`src/rtl/punc_control_pkg.sv`:
```
// punc_control_pkg: shared definitions for the PUnC LC3 control unit and datapath.
//   - LC3 opcode constants (ir[15:12])
//   - control FSM state encoding
//   - encodings of every datapath select signal
package punc_control_pkg;

   // LC3 opcodes
   localparam logic [3:0] OpBr   = 4'b0000;
   localparam logic [3:0] OpAdd  = 4'b0001;
   localparam logic [3:0] OpLd   = 4'b0010;
   localparam logic [3:0] OpSt   = 4'b0011;
   localparam logic [3:0] OpJsr  = 4'b0100;
   localparam logic [3:0] OpAnd  = 4'b0101;
   localparam logic [3:0] OpLdr  = 4'b0110;
   localparam logic [3:0] OpStr  = 4'b0111;
   localparam logic [3:0] OpRti  = 4'b1000;
   localparam logic [3:0] OpNot  = 4'b1001;
   localparam logic [3:0] OpLdi  = 4'b1010;
   localparam logic [3:0] OpSti  = 4'b1011;
   localparam logic [3:0] OpJmp  = 4'b1100;
   localparam logic [3:0] OpRsv  = 4'b1101;
   localparam logic [3:0] OpLea  = 4'b1110;
   localparam logic [3:0] OpHalt = 4'b1111;

   typedef enum logic [2:0] {
      StFetch    = 3'd0,
      StDecode   = 3'd1,
      StExecute  = 3'd2,
      StExecute2 = 3'd3,
      StHalt     = 3'd4
   } state_e;

   // pc_sel
   localparam logic [1:0] PcSelOff9  = 2'd0;
   localparam logic [1:0] PcSelOff11 = 2'd1;
   localparam logic [1:0] PcSelBaseR = 2'd2;

   // mem_r_addr_sel
   localparam logic [1:0] MemRAddrPc        = 2'd0;
   localparam logic [1:0] MemRAddrPcOff9    = 2'd1;
   localparam logic [1:0] MemRAddrBaseROff6 = 2'd2;
   localparam logic [1:0] MemRAddrTemp      = 2'd3;

   // mem_w_addr_sel
   localparam logic [1:0] MemWAddrPcOff9    = 2'd0;
   localparam logic [1:0] MemWAddrBaseROff6 = 2'd1;
   localparam logic [1:0] MemWAddrTemp      = 2'd2;

   // rf_w_data_sel
   localparam logic [1:0] RfWDataAlu    = 2'd0;
   localparam logic [1:0] RfWDataMem    = 2'd1;
   localparam logic [1:0] RfWDataPcOff9 = 2'd2;
   localparam logic [1:0] RfWDataPc     = 2'd3;

   // rf_w_addr_sel
   localparam logic RfWAddrIr11_9 = 1'b0;
   localparam logic RfWAddrR7     = 1'b1;

   // rf_rp_addr_sel
   localparam logic RfRpAddrIr8_6  = 1'b0;
   localparam logic RfRpAddrIr11_9 = 1'b1;

   // alu_sel
   localparam logic [1:0] AluAdd  = 2'd0;
   localparam logic [1:0] AluAnd  = 2'd1;
   localparam logic [1:0] AluNot  = 2'd2;
   localparam logic [1:0] AluPass = 2'd3;

   // alu_first_val_sel
   localparam logic AluFirstRq   = 1'b0;
   localparam logic AluFirstImm5 = 1'b1;

   // LDI/STI need a second execute cycle to follow the pointer held in temp.
   function automatic logic is_indirect(logic [3:0] op);
      return (op == OpLdi) || (op == OpSti);
   endfunction

endpackage

```
`src/rtl/punc_control.sv`:
```
// punc_control: fetch/decode/execute control FSM for the PUnC LC3 processor.
// Inputs : clk_i, rst_i (sync, active-high), ir_i (instruction register),
//          nzp_match_i (branch condition satisfied).
// Outputs: PC controls (pc_ld/clr/inc, pc_sel), IR controls (ir_ld/clr),
//          memory strobes and address selects, register file write/read
//          controls, temp_ld, condition-code controls, ALU selects, halted.
// Outputs are combinational from (state, ir, nzp_match) and forced to 0
// while rst_i is high so an abandoned instruction never writes anything.
module punc_control
   import punc_control_pkg::*;
(
   input  logic        clk_i,
   input  logic        rst_i,
   input  logic [15:0] ir_i,
   input  logic        nzp_match_i,
   output logic        pc_ld_o,
   output logic        pc_clr_o,
   output logic        pc_inc_o,
   output logic [1:0]  pc_sel_o,
   output logic        ir_ld_o,
   output logic        ir_clr_o,
   output logic        mem_rd_o,
   output logic        mem_wr_o,
   output logic [1:0]  mem_r_addr_sel_o,
   output logic [1:0]  mem_w_addr_sel_o,
   output logic [1:0]  rf_w_data_sel_o,
   output logic        rf_w_addr_sel_o,
   output logic        rf_w_wr_o,
   output logic        rf_rp_addr_sel_o,
   output logic        rf_rp_rd_o,
   output logic        rf_rq_rd_o,
   output logic        temp_ld_o,
   output logic        nzp_ld_o,
   output logic        nzp_clr_o,
   output logic [1:0]  alu_sel_o,
   output logic        alu_first_val_sel_o,
   output logic        halted_o
);

   state_e     state_q, state_d;
   logic [3:0] opcode;

   assign opcode = ir_i[15:12];

   // Operand fields are decoded by the datapath, not here.
   logic unused_ir;
   assign unused_ir = ^{ir_i[10:6], ir_i[4:0]};

   always_ff @(posedge clk_i) begin
      if (rst_i) begin
         state_q <= StFetch;
      end else begin
         state_q <= state_d;
      end
   end

   always_comb begin
      state_d             = StFetch;
      pc_ld_o             = 1'b0;
      pc_clr_o            = 1'b0;
      pc_inc_o            = 1'b0;
      pc_sel_o            = PcSelOff9;
      ir_ld_o             = 1'b0;
      ir_clr_o            = 1'b0;
      mem_rd_o            = 1'b0;
      mem_wr_o            = 1'b0;
      mem_r_addr_sel_o    = MemRAddrPc;
      mem_w_addr_sel_o    = MemWAddrPcOff9;
      rf_w_data_sel_o     = RfWDataAlu;
      rf_w_addr_sel_o     = RfWAddrIr11_9;
      rf_w_wr_o           = 1'b0;
      rf_rp_addr_sel_o    = RfRpAddrIr8_6;
      rf_rp_rd_o          = 1'b0;
      rf_rq_rd_o          = 1'b0;
      temp_ld_o           = 1'b0;
      nzp_ld_o            = 1'b0;
      nzp_clr_o           = 1'b0;
      alu_sel_o           = AluAdd;
      alu_first_val_sel_o = AluFirstRq;
      halted_o            = 1'b0;

      if (!rst_i) begin
         case (state_q)
            StFetch: begin
               mem_rd_o         = 1'b1;
               mem_r_addr_sel_o = MemRAddrPc;
               ir_ld_o          = 1'b1;
               pc_inc_o         = 1'b1;
               state_d          = StDecode;
            end

            StDecode: begin
               state_d = (opcode == OpHalt) ? StHalt : StExecute;
            end

            StExecute: begin
               state_d = is_indirect(opcode) ? StExecute2 : StFetch;
               unique case (opcode)
                  OpAdd, OpAnd: begin
                     rf_rp_rd_o          = 1'b1;
                     rf_rq_rd_o          = 1'b1;
                     alu_sel_o           = (opcode == OpAdd) ? AluAdd : AluAnd;
                     alu_first_val_sel_o = ir_i[5];
                     rf_w_wr_o           = 1'b1;
                     rf_w_data_sel_o     = RfWDataAlu;
                     nzp_ld_o            = 1'b1;
                  end
                  OpNot: begin
                     rf_rp_rd_o      = 1'b1;
                     alu_sel_o       = AluNot;
                     rf_w_wr_o       = 1'b1;
                     rf_w_data_sel_o = RfWDataAlu;
                     nzp_ld_o        = 1'b1;
                  end
                  OpBr: begin
                     pc_ld_o  = nzp_match_i;
                     pc_sel_o = PcSelOff9;
                  end
                  OpJmp: begin
                     rf_rp_rd_o = 1'b1;
                     pc_ld_o    = 1'b1;
                     pc_sel_o   = PcSelBaseR;
                  end
                  OpJsr: begin
                     // R7 and PC both capture pre-edge values, so JSRR R7 works.
                     rf_w_wr_o       = 1'b1;
                     rf_w_addr_sel_o = RfWAddrR7;
                     rf_w_data_sel_o = RfWDataPc;
                     pc_ld_o         = 1'b1;
                     pc_sel_o        = ir_i[11] ? PcSelOff11 : PcSelBaseR;
                     rf_rp_rd_o      = ~ir_i[11];
                  end
                  OpLd: begin
                     mem_rd_o         = 1'b1;
                     mem_r_addr_sel_o = MemRAddrPcOff9;
                     rf_w_wr_o        = 1'b1;
                     rf_w_data_sel_o  = RfWDataMem;
                     nzp_ld_o         = 1'b1;
                  end
                  OpLdr: begin
                     rf_rp_rd_o       = 1'b1;
                     mem_rd_o         = 1'b1;
                     mem_r_addr_sel_o = MemRAddrBaseROff6;
                     rf_w_wr_o        = 1'b1;
                     rf_w_data_sel_o  = RfWDataMem;
                     nzp_ld_o         = 1'b1;
                  end
                  OpLea: begin
                     rf_w_wr_o       = 1'b1;
                     rf_w_data_sel_o = RfWDataPcOff9;
                  end
                  OpSt: begin
                     rf_rp_rd_o       = 1'b1;
                     rf_rp_addr_sel_o = RfRpAddrIr11_9;
                     mem_wr_o         = 1'b1;
                     mem_w_addr_sel_o = MemWAddrPcOff9;
                  end
                  OpStr: begin
                     // rp carries the source register; the base comes in on rq.
                     rf_rp_rd_o       = 1'b1;
                     rf_rp_addr_sel_o = RfRpAddrIr11_9;
                     rf_rq_rd_o       = 1'b1;
                     mem_wr_o         = 1'b1;
                     mem_w_addr_sel_o = MemWAddrBaseROff6;
                  end
                  OpLdi, OpSti: begin
                     mem_rd_o         = 1'b1;
                     mem_r_addr_sel_o = MemRAddrPcOff9;
                     temp_ld_o        = 1'b1;
                  end
                  OpRti, OpRsv, OpHalt: begin
                  end
               endcase
            end

            StExecute2: begin
               state_d = StFetch;
               if (opcode == OpLdi) begin
                  mem_rd_o         = 1'b1;
                  mem_r_addr_sel_o = MemRAddrTemp;
                  rf_w_wr_o        = 1'b1;
                  rf_w_data_sel_o  = RfWDataMem;
                  nzp_ld_o         = 1'b1;
               end else if (opcode == OpSti) begin
                  rf_rp_rd_o       = 1'b1;
                  rf_rp_addr_sel_o = RfRpAddrIr11_9;
                  mem_wr_o         = 1'b1;
                  mem_w_addr_sel_o = MemWAddrTemp;
               end
            end

            StHalt: begin
               halted_o = 1'b1;
               state_d  = StHalt;
            end

            default: begin
               state_d = StFetch;
            end
         endcase
      end
   end

endmodule

```
`config.mk`:
```
export PLATFORM = sky130hd
export DESIGN_NAME = punc_control
export DESIGN_NICKNAME = d
export VERILOG_FILES = /design/src/rtl/punc_control_pkg.sv /design/src/rtl/punc_control.sv
export SDC_FILE = /design/constraint.sdc
export NUM_CORES = 1
export LEC_CHECK = 0
export CAP_MARGIN = 20
export CORE_MARGIN = 2
export CORE_UTILIZATION = 25
export CTS_CLUSTER_DIAMETER = 120
export DETAILED_ROUTE_END_ITERATION = 10
export HOLD_SLACK_MARGIN = 0.03
export SLEW_MARGIN = 15
export SYNTH_ARGS = -nofsm -noshare
export SYNTH_HDL_FRONTEND = slang
export SYNTH_SLANG_ARGS = --single-unit
```
`constraint.sdc`:
```
create_clock -name clk_i -period 1.6 [get_ports clk_i]
set_clock_uncertainty 0.1 [all_clocks]
set_input_delay 0.24 -clock clk_i [delete_from_list [all_inputs] [get_ports clk_i]]
set_output_delay 0.24 -clock clk_i [all_outputs]
set_load 0.005 [all_outputs]
```
==> impl_metrics.ini <==
[clocking]
postCtsHoldBufs = 0
htreeDepth = 1
clk_pin_slew_ns = 0.04
cts_tree = yes
cts_sinks = 3
ctsLongestPathBuffers = 2
insertion_delay_ns = 0.26
root_buffer = clkbuf_4
cts_inserted_buffers = 3

[power_and_ir_drop]
p_comb_frac = 0.629
intPower_mw = 0.4089
p_clk_frac = 0.231
netSwitchingFraction = 0.3889
power_density_nw_per_um2 = 465.1
p_sw_mw = 0.2603
p_seq_frac = 0.140
ir_drop_v = 0.0004053
total_leakage_power_nw = 0.6862

[critical_path]
crit_arrival_ns = 1.52
crit_fanout = 5
crit_path_end_kind = output pin
required_ns = 1.26
cp_slowest_cell = dfxtp_4
critPathMaxStageDelay_ns = 0.35
critical_path_class = register to output pin
path_cells = nor4b_4 -> buf_4 -> buf_6 -> nand3b_1 -> nor3b_2 -> buf_2
cp-start-kind = register

[yosys]
synthTopCellsByArea = dfxtp_1 10%, buf_4 7.6%, nor2_1 7.6%
yosys_warnings = 0
netlist_instances = 88
synth_seq_cells = 3
seq_area_frac_synth = 0.1015
netlist.top_cell.by_area = dfxtp_1
syn_area_per_cell_sq_um = 6.725
synth_top_cell_area_share = 0.1015
yosysUniqueCellTypes = 33
syn_area_sq_um = 591.8

[global_routing]
grt_busiest_layer = met2
grt_usage = 0.2263
overflow = 0
grtUsageMet2 = 0.3917
antenna_found_initial = 0
grt_pass1_wl_um = 4678
first_global_vias = 1034
grt_util_met3 = 0.05143
use_met1 = 0.2538
grt_max_degree = 9

[finish]
final_nets = 186
reg_top3 = state_q x3
drive_gt1_frac = 0.6747
finalCoreUtilization = 0.6443
regMostFlops = state_q
diodes = 0
design_area_sq_um = 1439
largest_register_ffs = 3
synthToLayoutAreaGrowth_pct = 143.1
n_fill_cell = 190

[drt]
dr.first_iter.drc_count = 17
drtAntennaViolNets = 0
first_pass_iters = 5
wl_per_cell_um = 14.88
wl_um = 2887
via_per_inst = 5.155
via_count = 1000
drcViolationCount = 0

[timing]
drv_slew = 0
rsz0062_at_grt = yes
period_needed_ns = 1.859
hold_viol_final = 0
setup-violations-final = 24
fmax_ghz = 0.5379
post-route-period-util = 1.162
worst_slack_ns = -0.2590

[floorplanning]
io_pins = 46
fp.dieW_um = 52.66
die_h_um = 52.66
coreArea_sq_um = 2233
dieArea_sq_um = 2773
fp-row-count = 17
start_util = 0.2650

[outcome]
violations = negative setup slack
status = finished with violations

[placement]
port_buffers = 32
postPlaceCellArea_sq_um = 1132
dp_hpwl_um = 1645
place.gp.congestion = 0.8159

[run]
cap_viol_max_count = 0

[worst_hold_path]
min_path_type = input pin to register
-- metrics by stage --
| step | worst slack, ns | TNS (ns) | total power [mW] | instances | hold slack [ns] |
|---|---|---|---|---|---|
| after floorplan | 0.09747 | 0 | 0.2162 | 90 | 0.2168 |
| after global placement | -0.7302 | -15.07 | 0.3568 | 172 | 0.4952 |
| after detailed placement | -0.7612 | -15.38 | 0.3599 | 172 | 0.5088 |
| after CTS | -0.2540 | -3.117 | 0.5937 | 192 | 0.4218 |
| after global routing | -0.3565 | -5.391 | 0.7103 | 194 | 0.4787 |
| final | -0.2590 | -3.505 | 0.6692 | 194 | 0.4651 |
-- synth_stat cells (all sizes together) --
library cell / n
o21ai: 4
or2: 1
dfxtp: 3
nor4b: 3
o21bai: 1
inv: 2
nand3b: 1
nor3: 4
a2bb2oi: 1
and3b: 2
a21oi: 4
nand4: 1
o21a: 1
xor2: 1
a31oi: 3
nand2: 6
o211ai: 1
nand4b: 2
a21o: 1
buf: 11
and4: 3
nor3b: 2
conb: 1
nor4: 4
nand3: 1
a211o: 1
nand2b: 5
and4b: 2
maj3: 1
nor2: 12
nor2b: 3
-- layout make-up --
class                           instances  area, sq um  area share
Timing Repair Buffer                   83        651.9      0.4530
Multi-Input combinational cell         74        646.9      0.4496
Sequential cell                         3        68.82     0.04783
Tap cell                               28        35.03     0.02435
Clock buffer                            4        26.28     0.01826
Inverter                                2        10.01    0.006957
-- power groups by stage --
stage / Clock (mW) / Combinational (mW) / Sequential, mW
finish: 0.155 / 0.421 / 0.0937
global route: 0.167 / 0.449 / 0.0941
CTS: 0.147 / 0.355 / 0.0920
detailed placement: 0 / 0.269 / 0.0912
global placement: 0 / 0.265 / 0.0913
floorplan: 0 / 0.126 / 0.0900
-- cells in the final DEF (no fill, tap or decap), types with 2 or more instances in the layout --
master / n
a21oi_1: 3
and4b_1: 2
clkbuf_4: 3
o21ai_0: 2
nor3b_2: 2
nand2_1: 2
nor4_4: 2
nor2_2: 4
nand2_2: 3
nor2_1: 7
nor3_2: 2
dfxtp_4: 2
dlygate4sd2_1: 4
nor4_2: 2
a31oi_1: 2
nand2b_1: 4
clkdlybuf4s50_1: 3
buf_6: 13
buf_4: 39
nor4b_4: 2
buf_2: 20
and4_1: 3
clkdlybuf4s15_2: 2
conb_1: 3
nand4b_1: 2
-- worst paths after layout --
check                  start                   to  slack (ns)  depth (start not counted)
hold reg to reg   state_q[2]           state_q[1]        0.58                          3
hold / removal         rst_i           state_q[2]        0.47                          3
setup reg to reg  state_q[0]           state_q[0]        0.27                          6
setup / recovery  state_q[2]  alu_first_val_sel_o       -0.26                          6
-- metal layers --
layer,share of wire,wire (um)
met5,0,0
met4,0.043,125
met3,0.052,149
met2,0.51,1465
met1,0.40,1146
-- critical path: cells and delay by family (launching register included) --
kind,cells,cell delay (ns)
buffers and inverters,3,0.41
DFF,1,0.35
and+or+nand+nor,3,0.52
-- kinds of logic (layout without fill, tap and decap cells) --
family / count (synthesis) / count (layout) / synth area share
AND/OR/NAND/NOR: 52 / 52 / 0.5497
AO/OA/AOI/OAI: 17 / 17 / 0.1797
buffers and inverters: 13 / 89 / 0.1311
flip-flops: 3 / 3 / 0.1015
adder cells (fa/ha/maj): 1 / 1 / 0.01691
other: 1 / 3 / 0.006336
XOR/XNOR: 1 / 1 / 0.01480
-- repair_timing --
action,in CTS,in global routing
gates resized for setup,141,21
endpoints found under the setup margin,24,24
cloned,1,0
pin swaps,18,9
hold endpoints to repair,0,0
buffers inserted,15,2
Note: power is estimated with default switching activity, not from simulation.
